$ cat src/rtl/jb_dfe_sched_pkg.sv
// jb_dfe_sched_pkg: carrier sequencer state encoding and shared timer width
package jb_dfe_sched_pkg;

    localparam int TMR_W = 16;

    typedef enum logic [2:0] {
        ST_IDLE  = 3'd0,
        ST_ALIGN = 3'd1,
        ST_HOLD  = 3'd2,
        ST_RUN   = 3'd3,
        ST_DRAIN = 3'd4
    } car_state_e;

endpackage

$ cat src/rtl/jb_dfe_car_sched_if.sv
// jb_dfe_car_sched_if: control requests and per-carrier status of the carrier scheduler
interface jb_dfe_car_sched_if #(
    parameter int N_CARRIERS = 2
);

    logic [N_CARRIERS-1:0]   car_en;
    logic                    frm_mrkr;
    logic                    err_clr;
    logic [N_CARRIERS-1:0]   car_resetn;
    logic [N_CARRIERS-1:0]   clk_x1en;
    logic [N_CARRIERS-1:0]   clk_x4en;
    logic [N_CARRIERS-1:0]   clk_x8en;
    logic [N_CARRIERS-1:0]   clk_x16en;
    logic [3*N_CARRIERS-1:0] car_state;
    logic [N_CARRIERS-1:0]   align_err;

    modport master (
        output car_en, frm_mrkr, err_clr,
        input  car_resetn, clk_x1en, clk_x4en, clk_x8en, clk_x16en, car_state, align_err
    );

    modport slave (
        input  car_en, frm_mrkr, err_clr,
        output car_resetn, clk_x1en, clk_x4en, clk_x8en, clk_x16en, car_state, align_err
    );

endinterface

$ cat src/rtl/jb_dfe_car_seq_fsm.sv
// jb_dfe_car_seq_fsm: one carrier's align/hold/run/drain sequencer with a shared down-counter
module jb_dfe_car_seq_fsm
    import jb_dfe_sched_pkg::*;
#(
    parameter int RST_HOLD = 32,
    parameter int DRAIN    = 64,
    parameter int ALIGN_TO = 65535
) (
    input  logic       clk_4x,
    input  logic       resetn_4x,
    input  logic       en,
    input  logic       grant,
    input  logic       frm_mrkr,
    input  logic       err_clr,
    output car_state_e state,
    output logic       car_resetn,
    output logic       align_err
);

    localparam logic [TMR_W-1:0] ALIGN_LD = TMR_W'(ALIGN_TO - 1);
    localparam logic [TMR_W-1:0] HOLD_LD  = TMR_W'(RST_HOLD - 1);
    localparam logic [TMR_W-1:0] DRAIN_LD = TMR_W'(DRAIN - 1);

    car_state_e       state_q, state_d;
    logic [TMR_W-1:0] tmr_q, tmr_d;
    logic             car_resetn_q, car_resetn_d;
    logic             align_err_q, align_err_d;
    logic             err_set;

    // next state, timer reload on entry / decrement, sticky alignment error
    always_comb begin
        state_d = state_q;
        tmr_d   = tmr_q;
        err_set = 1'b0;
        case (state_q)
            ST_IDLE: if (grant) begin
                state_d = ST_ALIGN;
                tmr_d   = ALIGN_LD;
            end
            ST_ALIGN: if (!en) state_d = ST_IDLE;
            else if (frm_mrkr) begin
                state_d = ST_HOLD;
                tmr_d   = HOLD_LD;
            end else if (tmr_q == '0) begin
                state_d = ST_IDLE;
                err_set = 1'b1;
            end else tmr_d = tmr_q - TMR_W'(1);
            ST_HOLD: if (!en) begin
                state_d = ST_DRAIN;
                tmr_d   = DRAIN_LD;
            end else if (tmr_q == '0) state_d = ST_RUN;
            else tmr_d = tmr_q - TMR_W'(1);
            ST_RUN: if (!en) begin
                state_d = ST_DRAIN;
                tmr_d   = DRAIN_LD;
            end
            ST_DRAIN: if (tmr_q == '0) state_d = ST_IDLE;
            else tmr_d = tmr_q - TMR_W'(1);
            default: state_d = ST_IDLE;
        endcase
        car_resetn_d = state_d inside {ST_RUN, ST_DRAIN};
        align_err_d  = err_set | (align_err_q & ~err_clr);
    end

    // state, timer and registered outputs
    always_ff @(posedge clk_4x or negedge resetn_4x) begin
        if (!resetn_4x) begin
            state_q      <= ST_IDLE;
            tmr_q        <= '0;
            car_resetn_q <= 1'b0;
            align_err_q  <= 1'b0;
        end else begin
            state_q      <= state_d;
            tmr_q        <= tmr_d;
            car_resetn_q <= car_resetn_d;
            align_err_q  <= align_err_d;
        end
    end

    assign state      = state_q;
    assign car_resetn = car_resetn_q;
    assign align_err  = align_err_q;

endmodule

$ cat src/rtl/jb_dfe_car_sched.sv
// jb_dfe_car_sched: phase counter, strobe decode and round-robin start arbitration for N carriers
module jb_dfe_car_sched
    import jb_dfe_sched_pkg::*;
#(
    parameter int N_CARRIERS = 2,
    parameter int PERIOD     = 64,
    parameter int RST_HOLD   = 32,
    parameter int DRAIN      = 64,
    parameter int ALIGN_TO   = 65535
) (
    input logic                clk_4x,
    input logic                resetn_4x,
    jb_dfe_car_sched_if.slave  bus
);

    localparam int CNT_W = $clog2(PERIOD);
    localparam int RR_W  = (N_CARRIERS > 1) ? $clog2(N_CARRIERS) : 1;
    localparam logic [CNT_W-1:0] CNT_MAX = CNT_W'(PERIOD - 1);
    localparam logic [CNT_W-1:0] DIV16   = CNT_W'(PERIOD / 16);
    localparam logic [CNT_W-1:0] DIV8    = CNT_W'(PERIOD / 8);
    localparam logic [CNT_W-1:0] DIV4    = CNT_W'(PERIOD / 4);
    localparam logic [RR_W-1:0]  RR_LAST = RR_W'(N_CARRIERS - 1);

    logic [CNT_W-1:0]      cnt_q, cnt_d;
    logic [RR_W-1:0]       rr_q, rr_d, gidx;
    logic [N_CARRIERS-1:0] x1_q, x1_d, x4_q, x4_d, x8_q, x8_d, x16_q, x16_d;
    logic [N_CARRIERS-1:0] active, starting, req, grant, car_resetn, align_err;
    logic                  found, busy;
    car_state_e            st [N_CARRIERS];

    for (genvar c = 0; c < N_CARRIERS; c++) begin : g_car
        jb_dfe_car_seq_fsm #(
            .RST_HOLD (RST_HOLD),
            .DRAIN    (DRAIN),
            .ALIGN_TO (ALIGN_TO)
        ) u_fsm (
            .clk_4x     (clk_4x),
            .resetn_4x  (resetn_4x),
            .en         (bus.car_en[c]),
            .grant      (grant[c]),
            .frm_mrkr   (bus.frm_mrkr),
            .err_clr    (bus.err_clr),
            .state      (st[c]),
            .car_resetn (car_resetn[c]),
            .align_err  (align_err[c])
        );
        assign active[c]              = st[c] inside {ST_HOLD, ST_RUN, ST_DRAIN};
        assign starting[c]            = st[c] inside {ST_ALIGN, ST_HOLD};
        assign req[c]                 = (st[c] == ST_IDLE) && bus.car_en[c];
        assign bus.car_state[3*c +: 3] = st[c];
    end

    assign busy = |starting;

    // lowest requester at or after rr_ptr wins, else lowest overall; only one start in flight
    always_comb begin
        found = 1'b0;
        gidx  = '0;
        for (int i = N_CARRIERS - 1; i >= 0; i--) if (req[i]) begin
            found = 1'b1;
            gidx  = RR_W'(i);
        end
        for (int i = N_CARRIERS - 1; i >= 0; i--) if (req[i] && RR_W'(i) >= rr_q) gidx = RR_W'(i);
        grant = (found && !busy) ? N_CARRIERS'(1) << gidx : '0;
        rr_d  = (found && !busy) ? ((gidx == RR_LAST) ? '0 : gidx + RR_W'(1)) : rr_q;
    end

    // free-running phase and strobe decode gated by each carrier's current activity
    always_comb begin
        cnt_d = (cnt_q == CNT_MAX) ? '0 : cnt_q + CNT_W'(1);
        x1_d  = (cnt_q == '0) ? active : '0;
        x4_d  = ((cnt_q % DIV4) == '0) ? active : '0;
        x8_d  = ((cnt_q % DIV8) == '0) ? active : '0;
        x16_d = ((cnt_q % DIV16) == '0) ? active : '0;
    end

    // phase counter, round-robin pointer and strobe registers
    always_ff @(posedge clk_4x or negedge resetn_4x) begin
        if (!resetn_4x) begin
            cnt_q <= '0;
            rr_q  <= '0;
            x1_q  <= '0;
            x4_q  <= '0;
            x8_q  <= '0;
            x16_q <= '0;
        end else begin
            cnt_q <= cnt_d;
            rr_q  <= rr_d;
            x1_q  <= x1_d;
            x4_q  <= x4_d;
            x8_q  <= x8_d;
            x16_q <= x16_d;
        end
    end

    assign bus.clk_x1en   = x1_q;
    assign bus.clk_x4en   = x4_q;
    assign bus.clk_x8en   = x8_q;
    assign bus.clk_x16en  = x16_q;
    assign bus.car_resetn = car_resetn;
    assign bus.align_err  = align_err;

endmodule

$ cat src/flat_wrapper.sv
// flat-port wrapper written by rule: the top's interface ports become plain ports
module jb_dfe_car_sched_flat import jb_dfe_sched_pkg::*;
#(
    parameter int N_CARRIERS = 2,
    parameter int PERIOD     = 64,
    parameter int RST_HOLD   = 32,
    parameter int DRAIN      = 64,
    parameter int ALIGN_TO   = 65535
)
  (clk_4x, resetn_4x, bus_car_en, bus_frm_mrkr, bus_err_clr, bus_car_resetn, bus_clk_x1en, bus_clk_x4en, bus_clk_x8en, bus_clk_x16en, bus_car_state, bus_align_err);
  jb_dfe_car_sched_if #(.N_CARRIERS(N_CARRIERS)) bus_i ();
  input logic clk_4x;
  input logic resetn_4x;
  input wire logic [$bits(bus_i.car_en)-1:0] bus_car_en;
  input wire logic [$bits(bus_i.frm_mrkr)-1:0] bus_frm_mrkr;
  input wire logic [$bits(bus_i.err_clr)-1:0] bus_err_clr;
  output wire logic [$bits(bus_i.car_resetn)-1:0] bus_car_resetn;
  output wire logic [$bits(bus_i.clk_x1en)-1:0] bus_clk_x1en;
  output wire logic [$bits(bus_i.clk_x4en)-1:0] bus_clk_x4en;
  output wire logic [$bits(bus_i.clk_x8en)-1:0] bus_clk_x8en;
  output wire logic [$bits(bus_i.clk_x16en)-1:0] bus_clk_x16en;
  output wire logic [$bits(bus_i.car_state)-1:0] bus_car_state;
  output wire logic [$bits(bus_i.align_err)-1:0] bus_align_err;
  assign bus_i.car_en = bus_car_en;
  assign bus_i.frm_mrkr = bus_frm_mrkr;
  assign bus_i.err_clr = bus_err_clr;
  assign bus_car_resetn = bus_i.car_resetn;
  assign bus_clk_x1en = bus_i.clk_x1en;
  assign bus_clk_x4en = bus_i.clk_x4en;
  assign bus_clk_x8en = bus_i.clk_x8en;
  assign bus_clk_x16en = bus_i.clk_x16en;
  assign bus_car_state = bus_i.car_state;
  assign bus_align_err = bus_i.align_err;
  jb_dfe_car_sched #(.N_CARRIERS(N_CARRIERS), .PERIOD(PERIOD), .RST_HOLD(RST_HOLD), .DRAIN(DRAIN), .ALIGN_TO(ALIGN_TO)) u_core (.clk_4x(clk_4x), .resetn_4x(resetn_4x), .bus(bus_i));
endmodule
$ cat config.mk
export PLATFORM = sky130hd
export DESIGN_NAME = jb_dfe_car_sched_flat
export DESIGN_NICKNAME = d
export VERILOG_FILES = /design/src/rtl/jb_dfe_sched_pkg.sv /design/src/rtl/jb_dfe_car_sched_if.sv /design/src/rtl/jb_dfe_car_seq_fsm.sv /design/src/rtl/jb_dfe_car_sched.sv /design/src/flat_wrapper.sv
export SDC_FILE = /design/constraint.sdc
export NUM_CORES = 1
export LEC_CHECK = 0
export ABC_AREA = 1
export BUFFER_PORTS_ARGS = -buffer_cell sky130_fd_sc_hd__buf_4
export CORE_ASPECT_RATIO = 1.2
export CORE_MARGIN = 1.5
export CORE_UTILIZATION = 31
export DETAILED_ROUTE_END_ITERATION = 8
export PLACE_DENSITY = 0.45
export SKIP_LAST_GASP = 1
export SLEW_MARGIN = 30
export SYNTH_ARGS = -nofsm -noshare
export SYNTH_HDL_FRONTEND = slang
export SYNTH_HIERARCHICAL = 1
export SYNTH_SLANG_ARGS = --single-unit
$ cat constraint.sdc
create_clock -name clk_4x -period 2.35 [get_ports clk_4x]
set_input_delay 0 -clock clk_4x [delete_from_list [all_inputs] [get_ports clk_4x]]
set_output_delay 0 -clock clk_4x [all_outputs]
set_load 0.03 [all_outputs]
==> results of run 1 <==
## cell families (layout without fill, tap and decap cells)
| family | after synthesis | after routing | share of synthesized area, % |
|---|---|---|---|
| compound gates | 57 | 57 | 9.07 |
| flops | 57 | 57 | 37.3 |
| fa+ha+maj | 4 | 4 | 1.31 |
| xor+xnor | 5 | 5 | 1.15 |
| buf+inv | 100 | 141 | 11.3 |
| simple gates | 310 | 310 | 39.9 |
## cells in the mapped netlist (all sizes together) (7+ instances only)
| cell | count |
|---|---|
| dfrtp | 57 |
| o211ai | 7 |
| buf | 7 |
| nor2 | 95 |
| nor3 | 9 |
| inv | 91 |
| a21oi | 31 |
| nand2 | 124 |
| o21ai | 12 |
| nand4 | 18 |
| nand3 | 57 |
## routing by layer
layer	share of wire [%]	vias up	wire, µm
met5	0	-	0
met3	2.4	10	233
met2	50	47	4930
li1	-	1777	-
met4	1.6	0	153
met1	46	1598	4460
## cell type report
type,instances,share of cell area (%)
clock buffers,9,4.98
well taps,161,4.46
clock inverters,7,2.27
multi-input cells,376,43.5
inverters,93,7.78
repair buffers,32,5.48
flip-flops and latches,57,31.6
## worst max-delay path: stages (launching register included)
cell and delay, ps:
dfrtp_1 470, nor2_1 200, nand3_1 100, nand2_1 80, nand3_1 100, inv_1 120, inv_1 60, nand2_2 100
nand2_2 70, nor2_4 320, nand2_1 120, a21oi_1 140, a21oi_1 90
## where the power goes
part | total [W] | internal (W) | switching (W) | leakage, nW
Clock | 0.00144 | 0.000938 | 0.000507 | 0.157
Sequential | 0.00162 | 0.00131 | 0.000316 | 0.663
Combinational | 0.00275 | 0.000967 | 0.00179 | 1.38
## flip-flops by register name (all words and copies together), names as in the netlist
register	flops
u_core/g_car.u_fsm/car_resetn	2
u_core/bus.clk_x8en	2
u_core/cnt_q	6
u_core/rr_q	1
u_core/bus.clk_x1en	2
u_core/g_car.u_fsm/tmr_q	32
u_core/bus.clk_x16en	2
u_core/bus.clk_x4en	2
u_core/g_car.u_fsm/state	6
u_core/g_car.u_fsm/align_err	2
## worst paths after layout
check,startpoint,to,cells after the start
worst max register to register,u_core/g_car[0].u_fsm/state[0],u_core/g_car[0].u_fsm/tmr_q[4],12
worst min register to register,u_core/rr_q,u_core/rr_q,2
worst min-delay path,bus_frm_mrkr,u_core/g_car[0].u_fsm/state[1],3
min in group asynchronous,resetn_4x,u_core/g_car[0].u_fsm/tmr_q[10],2
max in group asynchronous,resetn_4x,u_core/g_car[1].u_fsm/align_err,2
worst max-delay path,u_core/g_car[0].u_fsm/state[0],u_core/g_car[0].u_fsm/tmr_q[4],12
## repair_timing
item	in CTS	in global routing
endpoints found under the hold margin	60	0
resized for setup	0	0
hold buffers	3	0
buffers inserted	0	0
## per-stage QoR
| stage | total power [W] | utilization [%] | hold WS (ps) | setup slack (ps) | cells |
|---|---|---|---|---|---|
| 2_1_floorplan | 0.00373 | - | -296 | 442 | 533 |
| 3_3_place_gp | 0.00441 | 34.5 | 156 | 362 | 716 |
| 3_5_place_dp | 0.00442 | 34.5 | 153 | 279 | 716 |
| 4_1_cts | 0.00592 | 37.5 | 34.4 | 250 | 735 |
| 5_1_grt | 0.00634 | 37.5 | 62.4 | 17.3 | 735 |
| 6_report | 0.00582 | 37.5 | 49.4 | 259 | 735 |
==> metrics.yaml, run 1 <==
status: "finished, final reports clean"
die_w_um: 104
synth-edff-count: 0
arrival_ps: 2300
grt_pass1_vias: 3364
gp_congestion: 0.816
die_h_um: 125
period_needed_ps: 2090
grt_use_met1_pct: 20.3
synth.distinct_cells: 37
p_per_area_nw_per_um2: 1290
yosys_warnings: 6
crit_fanout: 12
post_dp_cell_area_um2: 4160
area_growth_syn_to_layout_pct: 18.3
power.leakage_nw: 2.20
rows: 44
final.fill_count: 1257
syn_nets: 543
drive_gt1_share_pct: 19.0
start_kind: "register"
cts_sinks: 57
synthArstFlopShare_pct: 100
port_buffers: 23
drv_slew: 0
layout_common_cells: "nand2_1 (108), inv_1 (81), nor2_1 (79), dfrtp_1 (57), nand3_1 (52)"
grt_start_max_net_pins: 58
route.vias.total: 3432
antenna_cells: 0
netlist_instances: 533
rsz0062_at_grt: "false"
grt-busiest-layer: "met2"
initial_core_util_pct: 31.7
mostFrequentLayoutCell: "nand2_1"
grt_first_pass_wirelength_um: 16700
clockBufferDepth: 2
synth-seq-cells: 57
drt-initial-drc-count: 137
fmax_mhz: 478
grtUsageMet2_pct: 27.6
fin_skew_ps: 6.53
yosys.area.top_type_share_pct: 37.3
vdd_drop_max_uv: 931
end_kind: "register"
slew_headroom_pct: 47.5
crit_type: "register to register"
ys_seq_area_share_pct: 37.3
ios: 24
clkSlewWorstSetupHoldPaths_ps: 50
core_um2: 12100
ys_top_cells_by_area: "dfrtp_1 (37%), nand2_1 (11%), inv_1 (8.0%), nor2_1 (7.8%), nand3_1 (6.8%)"
hold_path.class: "input pin to register"
multiInputGateArea_um2: 1960
h-tree-depth: 3
grt_overflow_total: 0
wl_um: 9780
dominantRegCellSynth: "dfrtp_1"
synth_area_um2: 3820
period_share_pct: 89.0
grt_use_total_pct: 16.3
worstSkewPairLatency_ps: 330
setup_tns_ps: 0
fin_nets: 579
setup_viol: 0
antenna_found_initial: 0
cts_buffers: 9
drc: 0
final-hold-violation-count: 0
reg2reg_slack_ps: 260
seqCellArea_um2: 1430
dr.pass1.iters: 5
wl_per_cell_um: 13.3
avgSynthCellArea_um2: 7.17
dp_hpwl_um: 7250
cts-root-buf: "clkbuf_16"
worstMarginPinSlew_ps: 787
final_area_um2: 4520
cts_tree: "built"
vias_per_cell: 4.67
cp.required_ps: 2560
cap_violations: 0
synth_area_leader_cell: "dfrtp_1"
globalRouteMet3Util_pct: 2.67
die-area_um2: 13000
ant_nets: 0
Power figures use the tool's default switching activity.
==> inputs of run 2 (changes only) <==
--- a/config.mk
+++ b/config.mk
@@ -9,9 +9,10 @@
 export BUFFER_PORTS_ARGS = -buffer_cell sky130_fd_sc_hd__buf_4
 export CORE_ASPECT_RATIO = 1.2
 export CORE_MARGIN = 1.5
-export CORE_UTILIZATION = 31
+export CORE_UTILIZATION = 26
+export CTS_BUF_LIST = sky130_fd_sc_hd__clkbuf_4
 export DETAILED_ROUTE_END_ITERATION = 8
-export PLACE_DENSITY = 0.45
+export PLACE_DENSITY = 0.4
 export SKIP_LAST_GASP = 1
 export SLEW_MARGIN = 30
 export SYNTH_ARGS = -nofsm -noshare
==> metrics.yaml, run 2 (synthesized netlist as in run 1, its figures left out) <==
drv_slew: 0
end_kind: "register"
grt_use_met1_pct: 17.4
cts_setup_buffers: 0
cts_sinks: 57
cts_tree: "built"
start_kind: "register"
initial_core_util_pct: 26.6
vias_per_cell: 4.57
cap_violations: 0
crit_type: "register to register"
mostFrequentLayoutCell: "nand2_1"
period_share_pct: 91.0
power.leakage_nw: 2.15
grt_start_max_net_pins: 58
fmax_mhz: 468
p_per_area_nw_per_um2: 1210
setup_tns_ps: 0
drive_gt1_share_pct: 18.6
clkSlewWorstSetupHoldPaths_ps: 110
grt_use_total_pct: 14.6
dp_hpwl_um: 7720
regMostFlops: "u_core/g_car.u_fsm/tmr_q"
rr_endpoint: "u_core/g_car[1].u_fsm/align_err"
die-area_um2: 15400
grt_overflow_total: 0
hold_path.class: "input pin to async pin"
setup_viol: 0
ios: 24
cp.required_ps: 2730
worst_setup_path_startpoint: "u_core/g_car[1].u_fsm/tmr_q[0]"
die_h_um: 136
final-hold-violation-count: 0
final_area_um2: 4410
gp_congestion: 0.808
vdd_drop_max_uv: 484
grt_first_pass_wirelength_um: 17200
rsz0062_at_grt: "false"
drc: 0
ant_nets: 0
grt_pass1_vias: 3489
fin_nets: 581
timing.rr.start: "u_core/g_car[1].u_fsm/tmr_q[0]"
status: "finished, final reports clean"
post_dp_cell_area_um2: 4170
grt-busiest-layer: "met2"
cts-root-buf: "clkbuf_4"
period_needed_ps: 2140
wl_per_cell_um: 13.7
rows: 48
timing.hold.ws_ps: 187
crit_fanout: 12
fin_skew_ps: 9.83
reg2reg_slack_ps: 210
antenna_found_initial: 1
largest_reg_flops: 32
power_w: 0.00533
dr.pass1.iters: 4
route.vias.total: 3429
cts_buffers: 9
clockBufferDepth: 2
core_um2: 14400
arrival_ps: 2520
slew_headroom_pct: 46.6
h-tree-depth: 3
die_w_um: 114
worstSkewPairLatency_ps: 440
drt-initial-drc-count: 161
grtUsageMet2_pct: 23.6
worstMarginPinSlew_ps: 800
final_util_pct: 30.7
area_growth_syn_to_layout_pct: 15.4
r2r_cells: 7
globalRouteMet3Util_pct: 3.04
layout_common_cells: "nand2_1 (108), inv_1 (81), nor2_1 (79), dfrtp_1 (57), nand3_1 (52)"
wl_um: 10300
port_buffers: 23
[run 2: cell types whose count changed in the layout (fill, tap and decap cells not counted), sizes merged]
cell         before  now
buf              29   28
bufinv            2    3
dlygate4sd3       3    6
diode             0    1
inv              93   91
[run 2: per-stage QoR]
step	setup WS, ps	cells
3_5_place_dp	273	729
2_1_floorplan	442	533
4_1_cts	228	750
5_1_grt	59.6	751
3_3_place_gp	312	729
6_report	211	751
[run 2: power by group]
group / switching [W] / internal (W)
clock: 0.000417 / 0.000528
sequential: 0.000319 / 0.00130
combinational: 0.00181 / 0.000952
total: 0.00254 / 0.00278
[run 2: repair_timing]
action                                 4_1_cts  5_1_grt
hold buffers                                 6        0
endpoints found under the hold margin       69        0
resized for setup                            0        0
[run 2: worst max-delay path by stage]
stage                                       to  slack, ps
2_1_floorplan   u_core/g_car[0].u_fsm/tmr_q[4]        440
3_3_place_gp    u_core/g_car[1].u_fsm/tmr_q[1]        310
3_5_place_dp    u_core/g_car[1].u_fsm/tmr_q[1]        270
4_1_cts        u_core/g_car[1].u_fsm/align_err        230
5_1_grt         u_core/g_car[1].u_fsm/tmr_q[1]         60
6_report       u_core/g_car[1].u_fsm/align_err        210
[run 2: area by class of cell]
class | instances | area (µm²)
Clock buffer | 9 | 67.6
Tap cell | 175 | 219
Antenna cell | 1 | 2.50
Multi-Input combinational cell | 376 | 1960
Sequential cell | 57 | 1430
Inverter | 93 | 352
Fill cell | 1569 | 9940
Timing Repair Buffer | 34 | 270
Clock inverter | 6 | 108
[run 2: critical path, stage by stage, from the launching register on]
cell and delay [ps]:
dfrtp_1 440, inv_1 100, ha_1 190, nand2_1 180, nor2_2 230, nand2_4 140, o32ai_1 230, dlygate4sd3_1 570
[run 2: layer usage]
metal | wire length, µm | up-vias | share of wire (%)
li1 | - | 1784 | -
met1 | 4530 | 1557 | 44
met2 | 4920 | 66 | 48
met3 | 452 | 22 | 4.4
met4 | 383 | 0 | 3.7
met5 | 0 | - | 0
